## config.mk

```make
export PLATFORM = sky130hd
export DESIGN_NAME = vrf_read_arbiter
export DESIGN_NICKNAME = d
export VERILOG_FILES = /design/src/rtl/vrf_read_arbiter_pkg.sv /design/src/rtl/vrf_read_arbiter_rr_arbiter.sv /design/src/rtl/vrf_read_arbiter.sv
export SDC_FILE = /design/constraint.sdc
export NUM_CORES = 1
export LEC_CHECK = 0
export BUFFER_PORTS_ARGS = -buffer_cell sky130_fd_sc_hd__buf_2
export CAP_MARGIN = 10
export CORE_MARGIN = 5
export CORE_UTILIZATION = 25
export CTS_CLUSTER_DIAMETER = 200
export DETAILED_ROUTE_END_ITERATION = 10
export GPL_ROUTABILITY_DRIVEN = 0
export GPL_TIMING_DRIVEN = 0
export PLACE_DENSITY_LB_ADDON = 0.05
export SKIP_CTS_REPAIR_TIMING = 1
export SLEW_MARGIN = 25
export SYNTH_ARGS = -nofsm -noshare
export SYNTH_HDL_FRONTEND = slang
export SYNTH_HIERARCHICAL = 1
export SYNTH_SLANG_ARGS = --single-unit
```

## constraint.sdc

```tcl
create_clock -name clk_i -period 9.7 [get_ports clk_i]
set_clock_uncertainty 0.2 [all_clocks]
set_input_delay 0.485 -clock clk_i [delete_from_list [all_inputs] [get_ports clk_i]]
set_output_delay 0.485 -clock clk_i [all_outputs]
set_load 0.01 [all_outputs]
```

## src/rtl/vrf_read_arbiter_pkg.sv

```systemverilog
// Shared types for the VRF read-port arbiter.
// The optional performance counters are enabled with VRF_ARB_PERF_EN.
package vrf_read_arbiter_pkg;

  localparam int NrReqDef = 4;
  localparam int BeatWDef = 8;
  localparam int RegWDef  = 5;
  localparam int ReqIdW   = $clog2(NrReqDef);

  typedef logic [RegWDef-1:0] vreg_t;

  typedef enum logic {
    IDLE  = 1'b0,
    BURST = 1'b1
  } arb_state_e;

  typedef struct packed {
    logic [ReqIdW-1:0]   id;
    vreg_t               vs;
    logic [BeatWDef-1:0] beats;
  } rd_burst_t;

endpackage

```

## src/rtl/vrf_read_arbiter_rr_arbiter.sv

```systemverilog
// Combinational round-robin pick: first valid requester at or after the pointer.
// The pointer register lives in the parent.
module vrf_read_arbiter_rr_arbiter #(
  parameter int NrReq = 4,
  localparam int IdW = $clog2(NrReq)
) (
  input  logic [NrReq-1:0] i_valid,
  input  logic [IdW-1:0]   i_ptr,
  output logic [NrReq-1:0] o_grant,
  output logic [IdW-1:0]   o_idx,
  output logic             o_any
);

  logic [IdW-1:0] w_idx;

  always_comb begin
    o_grant = '0;
    o_idx   = '0;
    o_any   = 1'b0;
    w_idx   = '0;
    for (int i = 0; i < NrReq; i++) begin
      w_idx = IdW'((int'(i_ptr) + i) % NrReq);
      if (!o_any && i_valid[w_idx]) begin
        o_any          = 1'b1;
        o_idx          = w_idx;
        o_grant[w_idx] = 1'b1;
      end
    end
  end

endmodule

```

## src/rtl/vrf_read_arbiter.sv

```systemverilog
// Shares the single VRF read port among operand-queue burst requesters, round-robin.
// Define VRF_ARB_PERF_EN to add the wb/queue stall counters.
//
// state | meaning
// IDLE  | no burst owns the port; arbitrate and accept one request
// BURST | stream beats of the latched burst, one per unstalled cycle
module vrf_read_arbiter
  import vrf_read_arbiter_pkg::*;
#(
  parameter int NrReq = NrReqDef,
  parameter int BeatW = BeatWDef,
  parameter int RegW  = RegWDef,
  localparam int IdW  = $clog2(NrReq)
) (
  input  logic                   clk_i,
  input  logic                   rst_ni,
  input  logic [NrReq-1:0]       req_valid_i,
  output logic [NrReq-1:0]       req_ready_o,
  input  logic [NrReq*RegW-1:0]  req_vs_i,
  input  logic [NrReq*BeatW-1:0] req_beats_i,
  input  logic [NrReq-1:0]       q_ready_i,
  input  logic                   wb_busy_i,
  output logic                   rd_en_o,
  output logic [RegW-1:0]        rd_vs_o,
  output logic [BeatW-1:0]       rd_beat_o,
  output logic [IdW-1:0]         rd_owner_o,
  output logic                   done_o,
  output logic [IdW-1:0]         done_id_o,
  output logic [RegW-1:0]        done_vs_o
`ifdef VRF_ARB_PERF_EN
  ,
  output logic [31:0]            perf_wb_stall_o,
  output logic [31:0]            perf_q_stall_o
`endif
);

  arb_state_e     r_state;
  rd_burst_t      r_burst;
  logic [IdW-1:0] r_rr_ptr;
  logic [BeatW-1:0] r_beat_cnt;
  logic           r_done;
  logic [IdW-1:0] r_done_id;
  logic [RegW-1:0] r_done_vs;

  logic [NrReq-1:0] w_grant;
  logic [IdW-1:0]   w_gidx;
  logic             w_any;
  logic             w_accept;
  logic             w_issue;
  logic             w_last;
  logic [RegW-1:0]  w_gvs;
  logic [BeatW-1:0] w_gbeats;

  function automatic logic [IdW-1:0] next_ptr(input logic [IdW-1:0] id);
    return (id == IdW'(NrReq - 1)) ? '0 : id + 1'b1;
  endfunction

  vrf_read_arbiter_rr_arbiter #(.NrReq(NrReq)) u_rr (
    .i_valid (req_valid_i),
    .i_ptr   (r_rr_ptr),
    .o_grant (w_grant),
    .o_idx   (w_gidx),
    .o_any   (w_any)
  );

  assign w_gvs    = req_vs_i[w_gidx*RegW +: RegW];
  assign w_gbeats = req_beats_i[w_gidx*BeatW +: BeatW];

  // Ready is gated by reset so every output reads 0 while rst_ni is low.
  assign w_accept    = rst_ni && (r_state == IDLE) && w_any;
  assign req_ready_o = w_accept ? w_grant : '0;

  assign w_issue = (r_state == BURST) && q_ready_i[r_burst.id] && !wb_busy_i;
  assign w_last  = w_issue && (r_beat_cnt == r_burst.beats - BeatW'(1));

  assign rd_en_o    = w_issue;
  assign rd_vs_o    = w_issue ? r_burst.vs : '0;
  assign rd_beat_o  = w_issue ? r_beat_cnt : '0;
  assign rd_owner_o = w_issue ? r_burst.id : '0;

  assign done_o    = r_done;
  assign done_id_o = r_done_id;
  assign done_vs_o = r_done_vs;

  always_ff @(posedge clk_i or negedge rst_ni) begin
    if (!rst_ni) begin
      r_state    <= IDLE;
      r_burst    <= '0;
      r_rr_ptr   <= '0;
      r_beat_cnt <= '0;
      r_done     <= 1'b0;
      r_done_id  <= '0;
      r_done_vs  <= '0;
    end else begin
      r_done <= 1'b0;
      case (r_state)
        IDLE: begin
          if (w_accept) begin
            r_burst    <= '{id: w_gidx, vs: w_gvs, beats: w_gbeats};
            r_beat_cnt <= '0;
            if (w_gbeats == '0) begin
              // Empty burst completes without touching the port.
              r_done    <= 1'b1;
              r_done_id <= w_gidx;
              r_done_vs <= w_gvs;
              r_rr_ptr  <= next_ptr(w_gidx);
            end else begin
              r_state <= BURST;
            end
          end
        end
        BURST: begin
          if (w_last) begin
            r_state    <= IDLE;
            r_beat_cnt <= '0;
            r_rr_ptr   <= next_ptr(r_burst.id);
            r_done     <= 1'b1;
            r_done_id  <= r_burst.id;
            r_done_vs  <= r_burst.vs;
          end else if (w_issue) begin
            r_beat_cnt <= r_beat_cnt + 1'b1;
          end
        end
        default: r_state <= IDLE;
      endcase
    end
  end

`ifdef VRF_ARB_PERF_EN
  logic [31:0] r_perf_wb;
  logic [31:0] r_perf_q;

  // A cycle blocked by both causes is charged to writeback only.
  always_ff @(posedge clk_i or negedge rst_ni) begin
    if (!rst_ni) begin
      r_perf_wb <= '0;
      r_perf_q  <= '0;
    end else if (r_state == BURST) begin
      if (wb_busy_i) begin
        if (r_perf_wb != '1) r_perf_wb <= r_perf_wb + 32'd1;
      end else if (!q_ready_i[r_burst.id]) begin
        if (r_perf_q != '1) r_perf_q <= r_perf_q + 32'd1;
      end
    end
  end

  assign perf_wb_stall_o = r_perf_wb;
  assign perf_q_stall_o  = r_perf_q;
`endif

endmodule

```

* Word-level counts from Yosys, hierarchy flattened
Cells that the tools add are included.
Widths: inputs -> output; s select.
** Word-level totals
- Output and inout port bits :: 28
- Register bits :: 34
** Cells by class
- Mux-type cells :: 60
- Add/sub/neg operators :: 7
- Equality and inequality tests :: 7
- Reduce and logical (&&, ||, !) cells :: 20
- Multiply operators :: 1
- Order comparisons :: 9
- Bitwise gates (word level) :: 4
- Shift-type cells :: 2
** Operators with widths (count)
- $mux 8 :: 4
- $shiftx 32x6->8 :: 1
- $mux 2 :: 13
- $mux 4 :: 5
- $mux 5 :: 4
- $shiftx 20x6->5 :: 1
- $mux 1 :: 19
- $pmux 8 s2 :: 1
- $lt 2x3->1 const B :: 5
- $logic_and 1x1->1 :: 12
- $or 4x4->4 :: 3
- $bmux 1 s2 :: 5
- $pmux 5 s2 :: 1
- $add 8x1->8 const B :: 1
- $demux 1 s2 :: 4
- $eq 8x8->1 :: 1
- $ge 2x1->1 const B :: 4
- $logic_not 8->1 :: 1
- $pmux 2 s2 :: 2
- $sub 8x1->8 const B :: 1
- $add 2x1->2 const B :: 3
- $mul 2x3->5 const B :: 1
- $add 2x2->2 const B :: 2
- $eq 2x2->1 const B :: 2
- other kinds (8) :: 14

* Logic depth before layout (Yosys ltp)
Gate-level depths: netlist of the first run.
- Depth in word-level cells :: 17
- Depth in mapped cells :: 15

* Cells and area by module
Netlist of the first run, hierarchy kept.
** Modules (own cells, without submodules)
- vrf_read_arbiter :: instances 1, area an instance 2319.7 µm², cells each 237, seq. area each 850.8 µm²
- vrf_read_arbiter_rr_arbiter :: instances 1, area an instance 419.2 µm², cells each 45, seq. area each 0.0 µm²

* Worst setup path before layout of the first run
OpenSTA, ideal clock, no wires.
- Path type :: register to register
- Start point :: register r_rr_ptr[0]
- End point :: register r_done_id[1] (netlist: done_id_o[1])
- Arrival time :: 3.792 ns
- Period minus slack after synthesis :: 4.116 ns
- Buffers on the path :: 4
- Path slack :: 5.584 ns
- Cell stages (with the launch flop) :: 16
- Required time :: 9.375 ns
- Path through :: dfrtp_1 > buf_6 > inv_1 > ha_1 > mux4_2 > buf_6 > and2b_2 > o21ai_0 > o31ai_1 > buf_2 > buf_2 > mux4_2 > nor4_1 > nand3_1 > o21ai_4 > mux2_2
** Between the ends
- Cells in the longest elaborated chain, start to end :: 16
- Elaborated cells between the ends (all ways) :: 34
- Classes of those cells :: add/sub (3); eq/ne (2); shift (1); mux (19); reduce/logical (9)
** Ends and longest elaborated chain
- from (decl) :: RTL line vrf_read_arbiter.sv:39 : logic [IdW-1:0] r_rr_ptr;
- from (signal assigned) :: RTL line vrf_read_arbiter.sv:106 : r_rr_ptr <= next_ptr(w_gidx);
- from (signal assigned) :: RTL line vrf_read_arbiter.sv:116 : r_rr_ptr <= next_ptr(r_burst.id);
- branches (longest 11 deep; another with $add 2x1->2)
- $mux 2 * :: RTL line vrf_read_arbiter_rr_arbiter.sv:23 : if (!o_any && i_valid[w_idx]) begin
- via w_gidx[0] :: RTL line vrf_read_arbiter.sv:46 : logic [IdW-1:0] w_gidx;
- $shiftx 32x6->8 * :: RTL line vrf_read_arbiter.sv:67 : assign w_gbeats = req_beats_i[w_gidx*BeatW +: BeatW];
- $logic_not 8->1 * :: RTL line vrf_read_arbiter.sv:101 : if (w_gbeats == '0) begin
- $ne 2x1->1 (no line) *
- $reduce_and 3->1 (no line) *
- to (signal assigned) :: RTL line vrf_read_arbiter.sv:104 : r_done_id <= w_gidx;
- to (signal assigned) :: RTL line vrf_read_arbiter.sv:118 : r_done_id <= r_burst.id;
- to (decl) :: RTL line vrf_read_arbiter.sv:42 : logic [IdW-1:0] r_done_id;
Mark *: on every way through the listed nets, which the timed path passes. The select of a mux whose other input is x is not followed.
A chain may end at the register's enable or synchronous reset.

* Worst setup path after layout of the first run
- Start point :: register r_rr_ptr[1]
- End point :: register r_rr_ptr[1]
** Between the ends
- Cells in the longest elaborated chain, start to end :: 17
- Elaborated cells between the ends (all ways) :: 37
- Classes of those cells :: add/sub (4); eq/ne (3); shift (1); mux (20); reduce/logical (9)
** Ends and longest elaborated chain (RTL line)
- branches (longest 11 deep; another with $add 2x1->2)
- $mux 2 * :: vrf_read_arbiter_rr_arbiter.sv:23
- via w_gidx[1] :: vrf_read_arbiter.sv:46
- branches (longest 5 deep; another with $shiftx 32x6->8)
Marks and branches as above.

==> results.py, run 1 <==
metrics = {
    "critical_path": {
        "timing.critical_path.buf_inv": 3,
        "worstPathRequired_ns": 9.66,
        "critical_path_class": "reg -> reg",
        "cp_data_arrival_time_ns": 4.82,
        "cpMostUsedCell": "mux4_2",
        "start_kind": "flop",
        "worst-r2r-setup-slack_ns": 4.84,
        "cpPeakStageDelay_ns": 0.55,
        "crit_slowest_cell": "clkbuf_1",
        "worstPathCellList": "inv_1, ha_1, mux4_2, buf_6, o311ai_0, a32o_1, clkbuf_1, mux4_2, nor4_1, nand3_1, o21ai_4, mux2_2",
        "endpoint_kind": "flop",
        "critPathMaxFanout": 10,
        "reg2reg_depth": 12,
        "timing.rr.end": "r_rr_ptr[1]",
        "cp_top_family": "multiplexers",
        "reg2reg_from": "r_rr_ptr[1]",
    },
    "logic_synthesis": {
        "syn-cell-area_mm2": 0.00274,
        "synth_flop_cell": "dfrtp_1",
        "synthArstFlopShare": 1.00,
        "syn_nets": 354,
        "synth.area.top_cells": "dfrtp_1, mux4_2, nand2_1, mux2_2, and2_1",
        "synth_top_area_share": 0.311,
        "synth_largest_area_cell": "dfrtp_1",
        "synth_edf_count": 0,
        "ys_seq_area_frac": 0.311,
        "avgSynthCellArea_um2": 9.71,
        "ys_ff_latch": 34,
        "syn-instance-count": 282,
        "yosys_warnings": 6,
        "synth_cell_type_count": 49,
    },
    "detailed_routing": {
        "route.detailed.drc": 0,
        "detailedRoute.firstPassIterationCount": 4,
        "drt-vias-per-instance": 4.81,
        "drtIter0Drc": 73,
        "wl_um": 8300,
        "routedWlPerCell_um": 16.0,
        "ant_nets": 0,
        "vias": 2500,
    },
    "power_and_ir_drop": {
        "ir_drop_uv": 85.9,
        "cellInternalPower_uw": 529,
        "switching_share": 0.443,
        "pwr-share-seq": 0.259,
        "pwr-share-comb": 0.602,
        "p_leak_uw": 0.00162,
        "p_per_area_mw_per_mm2": 274,
        "switching_power_uw": 421,
        "pwr-share-clk": 0.139,
    },
    "global_routing": {
        "grt_antenna_before_repair": 0,
        "grtUsageTotal": 0.132,
        "grt_start_max_net_pins": 37,
        "grt_pass1_wl_um": 13800,
        "grt_pass1_vias": 2653,
        "grt_overflow": 0,
    },
    "clocking": {
        "clock-sinks": 34,
        "cts_tree": "yes",
        "clk_pin_slew_worst_paths_ns": 0.08,
        "htreeDepth": 2,
        "clockBufferDepth": 2,
        "root_buffer": "clkbuf_8",
        "clock_latency_ns": 0.29,
        "cts_buffers": 5,
    },
    "finish": {
        "insertedDiodeCount": 0,
        "final_common_cell": "buf_2",
        "layout-drive-gt1-share": 0.366,
        "final.fill_count": 1150,
        "layout_common_cells": "buf_2, nand2_1, dfrtp_1",
        "area_delta_synth_final_pct": 26.7,
        "final_net_count": 451,
    },
    "timing": {
        "fin_setup_tns_ns": 0,
        "fin_crit_sh": 0.501,
        "finalCriticalPeriod_ns": 4.86,
        "fmax_mhz": 206,
        "max_slew_margin": 0.443,
        "fin_ws_ns": 4.84,
        "finalHoldViolations": 0,
        "setup_viol": 0,
        "whs_ns": 0.0911,
        "slew_viol_final": 0,
        "worst_pin_slew_ns": 0.836,
        "rsz0062_at_grt": "no",
    },
    "floorplan": {
        "die_h_um": 115,
        "core_mm2": 0.0108,
        "ios": 91,
        "die-area_mm2": 0.0131,
        "fp.dieW_um": 115,
        "start_util": 0.254,
        "rows": 38,
    },
    "placement": {
        "hpwl_um": 6630,
        "placement.io_buffers": 90,
        "dp_slack_ns": 4.75,
    },
    "min_path": {
        "min_path_type": "in -> async",
    },
    "run": {
        "maxCapViolations": 0,
    },
    "status": {
        "status": "completed",
    },
}
state kept, by name (all words and copies together) (netlist names):
register and cells:
done_o 1, r_rr_ptr 2, r_burst 15, done_vs_o 5, done_id_o 2, r_beat_cnt 8
r_state 1
routing by layer:
| metal | vias up | GRT usage | share of wire |
|---|---|---|---|
| li1 | 1229 | - | - |
| met1 | 1234 | 0.165 | 0.45 |
| met2 | 35 | 0.240 | 0.52 |
| met3 | 2 | 0.0201 | 0.028 |
| met4 | 0 | 0.0253 | 0.0054 |
| met5 | - | 0 | 0 |
cells in the mapped netlist, types with 3 or more instances:
library cell and count:
o311ai_0 4, inv_1 8, o21ai_0 12, nor3_1 3
a32o_1 3, nor2_1 7, ha_1 9, clkbuf_1 10
xnor2_1 7, dfrtp_1 34, and2_1 18, buf_2 4
and3_1 6, a22oi_1 13, o31ai_1 4, nand2_1 64
mux2_2 13, nand2b_1 3, o211ai_1 3, mux4_2 15
nand3_1 5, mux2i_1 4, nor4_1 3
how the worst max path moves through the flow:
stage / start / to / slack (ns) / depth (start not counted)
after floorplan: r_rr_ptr[0] / done_id_o[1] / 5.58 / 15
after global placement: r_rr_ptr[1] / done_vs_o[4] / 4.75 / 12
after detailed placement: r_rr_ptr[1] / r_rr_ptr[0] / 4.75 / 12
after CTS: r_rr_ptr[1] / r_rr_ptr[1] / 4.73 / 12
after global routing: r_rr_ptr[1] / r_rr_ptr[1] / 4.48 / 12
final: r_rr_ptr[1] / r_rr_ptr[1] / 4.84 / 12
power groups by stage:
stage	registers, µW	clock network (µW)	logic, µW
3_5_place_dp	249	0	584
4_1_cts	247	136	585
5_1_grt	256	144	652
3_3_place_gp	249	0	582
6_report	246	132	572
2_1_floorplan	233	0	438
layout make-up:
class | count | area (µm²) | area share
multi-input combinational | 223 | 1770 | 0.511
sequential | 34 | 851 | 0.245
timing repair buffer | 90 | 450 | 0.130
tap | 140 | 175 | 0.0505
buffer | 16 | 80.1 | 0.0231
clock buffer | 7 | 76.3 | 0.0220
inverter | 9 | 33.8 | 0.00973
clock inverter | 1 | 30.0 | 0.00865
metrics by stage:
step	std cells	util	instance area, µm²	total power, µW
2_1_floorplan	282	-	2740	671
3_3_place_gp	512	0.312	3360	831
3_5_place_dp	512	0.312	3360	833
4_1_cts	520	0.322	3470	968
5_1_grt	520	0.322	3470	1050
6_report	520	0.322	3470	950
kinds of logic after synthesis:
family	after synthesis	share of synthesized area
flip-flops	34	0.311
multiplexers	35	0.215
adder cells (fa/ha/maj)	9	0.0411
AO/OA/AOI/OAI	53	0.154
AND/OR/NAND/NOR	118	0.212
buffers and inverters	25	0.0416
XOR/XNOR	8	0.0256
(Power assumes the default switching activity.)
==> inputs of run 2 (changes only) <==
==> constraint.sdc (replaced) <==
create_clock -name clk_i -period 4.48 [get_ports clk_i]
set_clock_uncertainty 0.2 [all_clocks]
set_input_delay 0.224 -clock clk_i [delete_from_list [all_inputs] [get_ports clk_i]]
set_output_delay 0.224 -clock clk_i [all_outputs]
set_load 0.01 [all_outputs]
==> run 2 against run 1 <==
  * Power increased by 130%
  * Non-clock buffer count increased by 4
  * Via count increased by 0.92%
  * Highest routed layer unchanged
  * Global-route usage unchanged
  * Sequential power increased by 120%
  * Worst setup slack got worse by 4.6 ns
  * Clock-buffer cell count unchanged
==> results.py, run 2 (synthesis gave the netlist of run 1 again) <==
metrics = {
    "clocking": {
        "clk_pin_slew_worst_paths_ns": 0.08,
        "htreeDepth": 2,
        "root_buffer": "clkbuf_8",
        "clock_latency_ns": 0.29,
        "clockBufferDepth": 2,
        "cts_tree": "yes",
        "clock-sinks": 34,
        "cts_buffers": 5,
    },
    "timing": {
        "fin_ws_ns": 0.274,
        "fin_crit_sh": 0.939,
        "finalCriticalPeriod_ns": 4.21,
        "slew_viol_final": 0,
        "setup_viol": 0,
        "max_slew_margin": 0.449,
        "rsz0062_at_grt": "no",
        "fin_setup_tns_ns": 0,
        "fmax_mhz": 238,
        "worst_pin_slew_ns": 0.826,
        "finalHoldViolations": 0,
    },
    "placement": {
        "dp_slack_ns": -0.467,
        "placement.io_buffers": 90,
        "post_dp_cell_area_mm2": 0.00336,
        "hpwl_um": 6630,
    },
    "global_routing": {
        "grt_pass1_vias": 2653,
        "grt_overflow": 0,
        "grt_pass1_wl_um": 13800,
        "grtUsageTotal": 0.132,
        "grt_start_max_net_pins": 37,
        "grt_antenna_before_repair": 0,
    },
    "run": {
        "maxCapViolations": 0,
    },
    "critical_path": {
        "worst-r2r-setup-slack_ns": 0.27,
        "cpMostUsedCell": "buf_6",
        "cp_data_arrival_time_ns": 4.17,
        "worst_setup_path_endpoint": "r_rr_ptr[1]",
        "worstPathRequired_ns": 4.45,
        "reg2reg_from": "r_rr_ptr[0]",
        "cpPeakStageDelay_ns": 0.56,
        "endpoint_kind": "flop",
        "critPathMaxFanout": 10,
        "crit_slowest_cell": "mux4_2",
        "critical_path_class": "reg -> reg",
        "critPathLaunch": "r_rr_ptr[0]",
        "worstPathCellList": "buf_6, inv_1, ha_1, mux4_2, buf_6, and2b_2, o21ai_0, o31ai_1, buf_4, buf_6, mux4_2, nor4_4, nand3_4, o21ai_4, mux2_2",
        "reg2reg_depth": 15,
        "timing.rr.end": "r_rr_ptr[1]",
        "start_kind": "flop",
    },
    "finish": {
        "final.fill_count": 1141,
        "seq_area_um2": 852,
        "multiInputGateArea_mm2": 0.00183,
        "stdcell_area_mm2": 0.00359,
        "final_common_cell": "buf_2",
        "final_net_count": 456,
        "top_register": "r_burst",
        "insertedDiodeCount": 0,
        "layout_common_cells": "buf_2, nand2_1, dfrtp_1",
        "layout-drive-gt1-share": 0.387,
        "largest_register_ff_count": 15,
        "area_delta_synth_final_pct": 31.0,
    },
    "detailed_routing": {
        "wl_um": 8430,
        "detailedRoute.firstPassIterationCount": 5,
        "route.detailed.drc": 0,
        "ant_nets": 0,
        "routedWlPerCell_um": 16.1,
        "drtIter0Drc": 78,
        "drt-vias-per-instance": 4.81,
        "vias": 2523,
    },
    "min_path": {
        "min_path_type": "in -> reg",
    },
    "floorplan": {
        "die_h_um": 115,
        "start_util": 0.254,
        "core_mm2": 0.0108,
        "fp.dieW_um": 115,
        "die-area_mm2": 0.0131,
        "ios": 91,
        "rows": 38,
    },
    "power_and_ir_drop": {
        "ir_drop_uv": 185,
        "p_leak_uw": 0.00166,
        "p_per_area_mw_per_mm2": 600,
    },
    "status": {
        "status": "completed",
    },
}
## run 2: layout make-up
cell class / instances / area share
Buffer: 16 / 0.0251
Timing Repair Buffer: 94 / 0.138
Clock inverter: 1 / 0.00837
Clock buffer: 7 / 0.0213
Tap cell: 140 / 0.0488
Sequential cell: 34 / 0.238
Inverter: 9 / 0.00942
Multi-Input combinational cell: 224 / 0.511
## run 2: worst min-delay path by stage
stage | start | endpoint | slack, ns | depth (start not counted)
after floorplan | rst_ni | done_id_o[0] | -0.27 | 0
after global placement | rst_ni | r_burst[6] | 0.21 | 1
after detailed placement | rst_ni | r_burst[6] | 0.20 | 1
after CTS | rst_ni | r_burst[6] | -0.12 | 1
after global routing | req_vs_i[18] | r_burst[11] | 0.17 | 4
final | req_vs_i[13] | r_burst[11] | 0.17 | 4
## run 2: worst max-delay path: cells and delay by family (launching register included)
kind / cells / cell delay, ns
buffers and inverters: 5 / 0.77
DFF: 1 / 0.38
AOI/OAI and AO/OA: 3 / 0.38
and+or+nand+nor: 3 / 0.75
adders and majority gates: 1 / 0.35
muxes: 3 / 1.25
## run 2: power by group
group | internal, µW | switching [µW]
Sequential | 411 | 121
Clock | 167 | 121
Combinational | 616 | 718
## run 2: metal layers
metal / GRT usage / wire length, µm
met2: 0.240 / 4360
met4: 0.0253 / 45
met1: 0.165 / 3760
met3: 0.0201 / 260
met5: 0 / 0
## run 2: per-stage QoR
stage               total power (µW)  hold slack (ns)  instances  utilization
finish                          2150            0.170        525        0.332
global route                    2370            0.174        525        0.332
CTS                             2100           -0.116        520        0.322
detailed placement              1800            0.197        512        0.312
global placement                1800            0.206        512        0.312
floorplan                       1450           -0.272        282            -
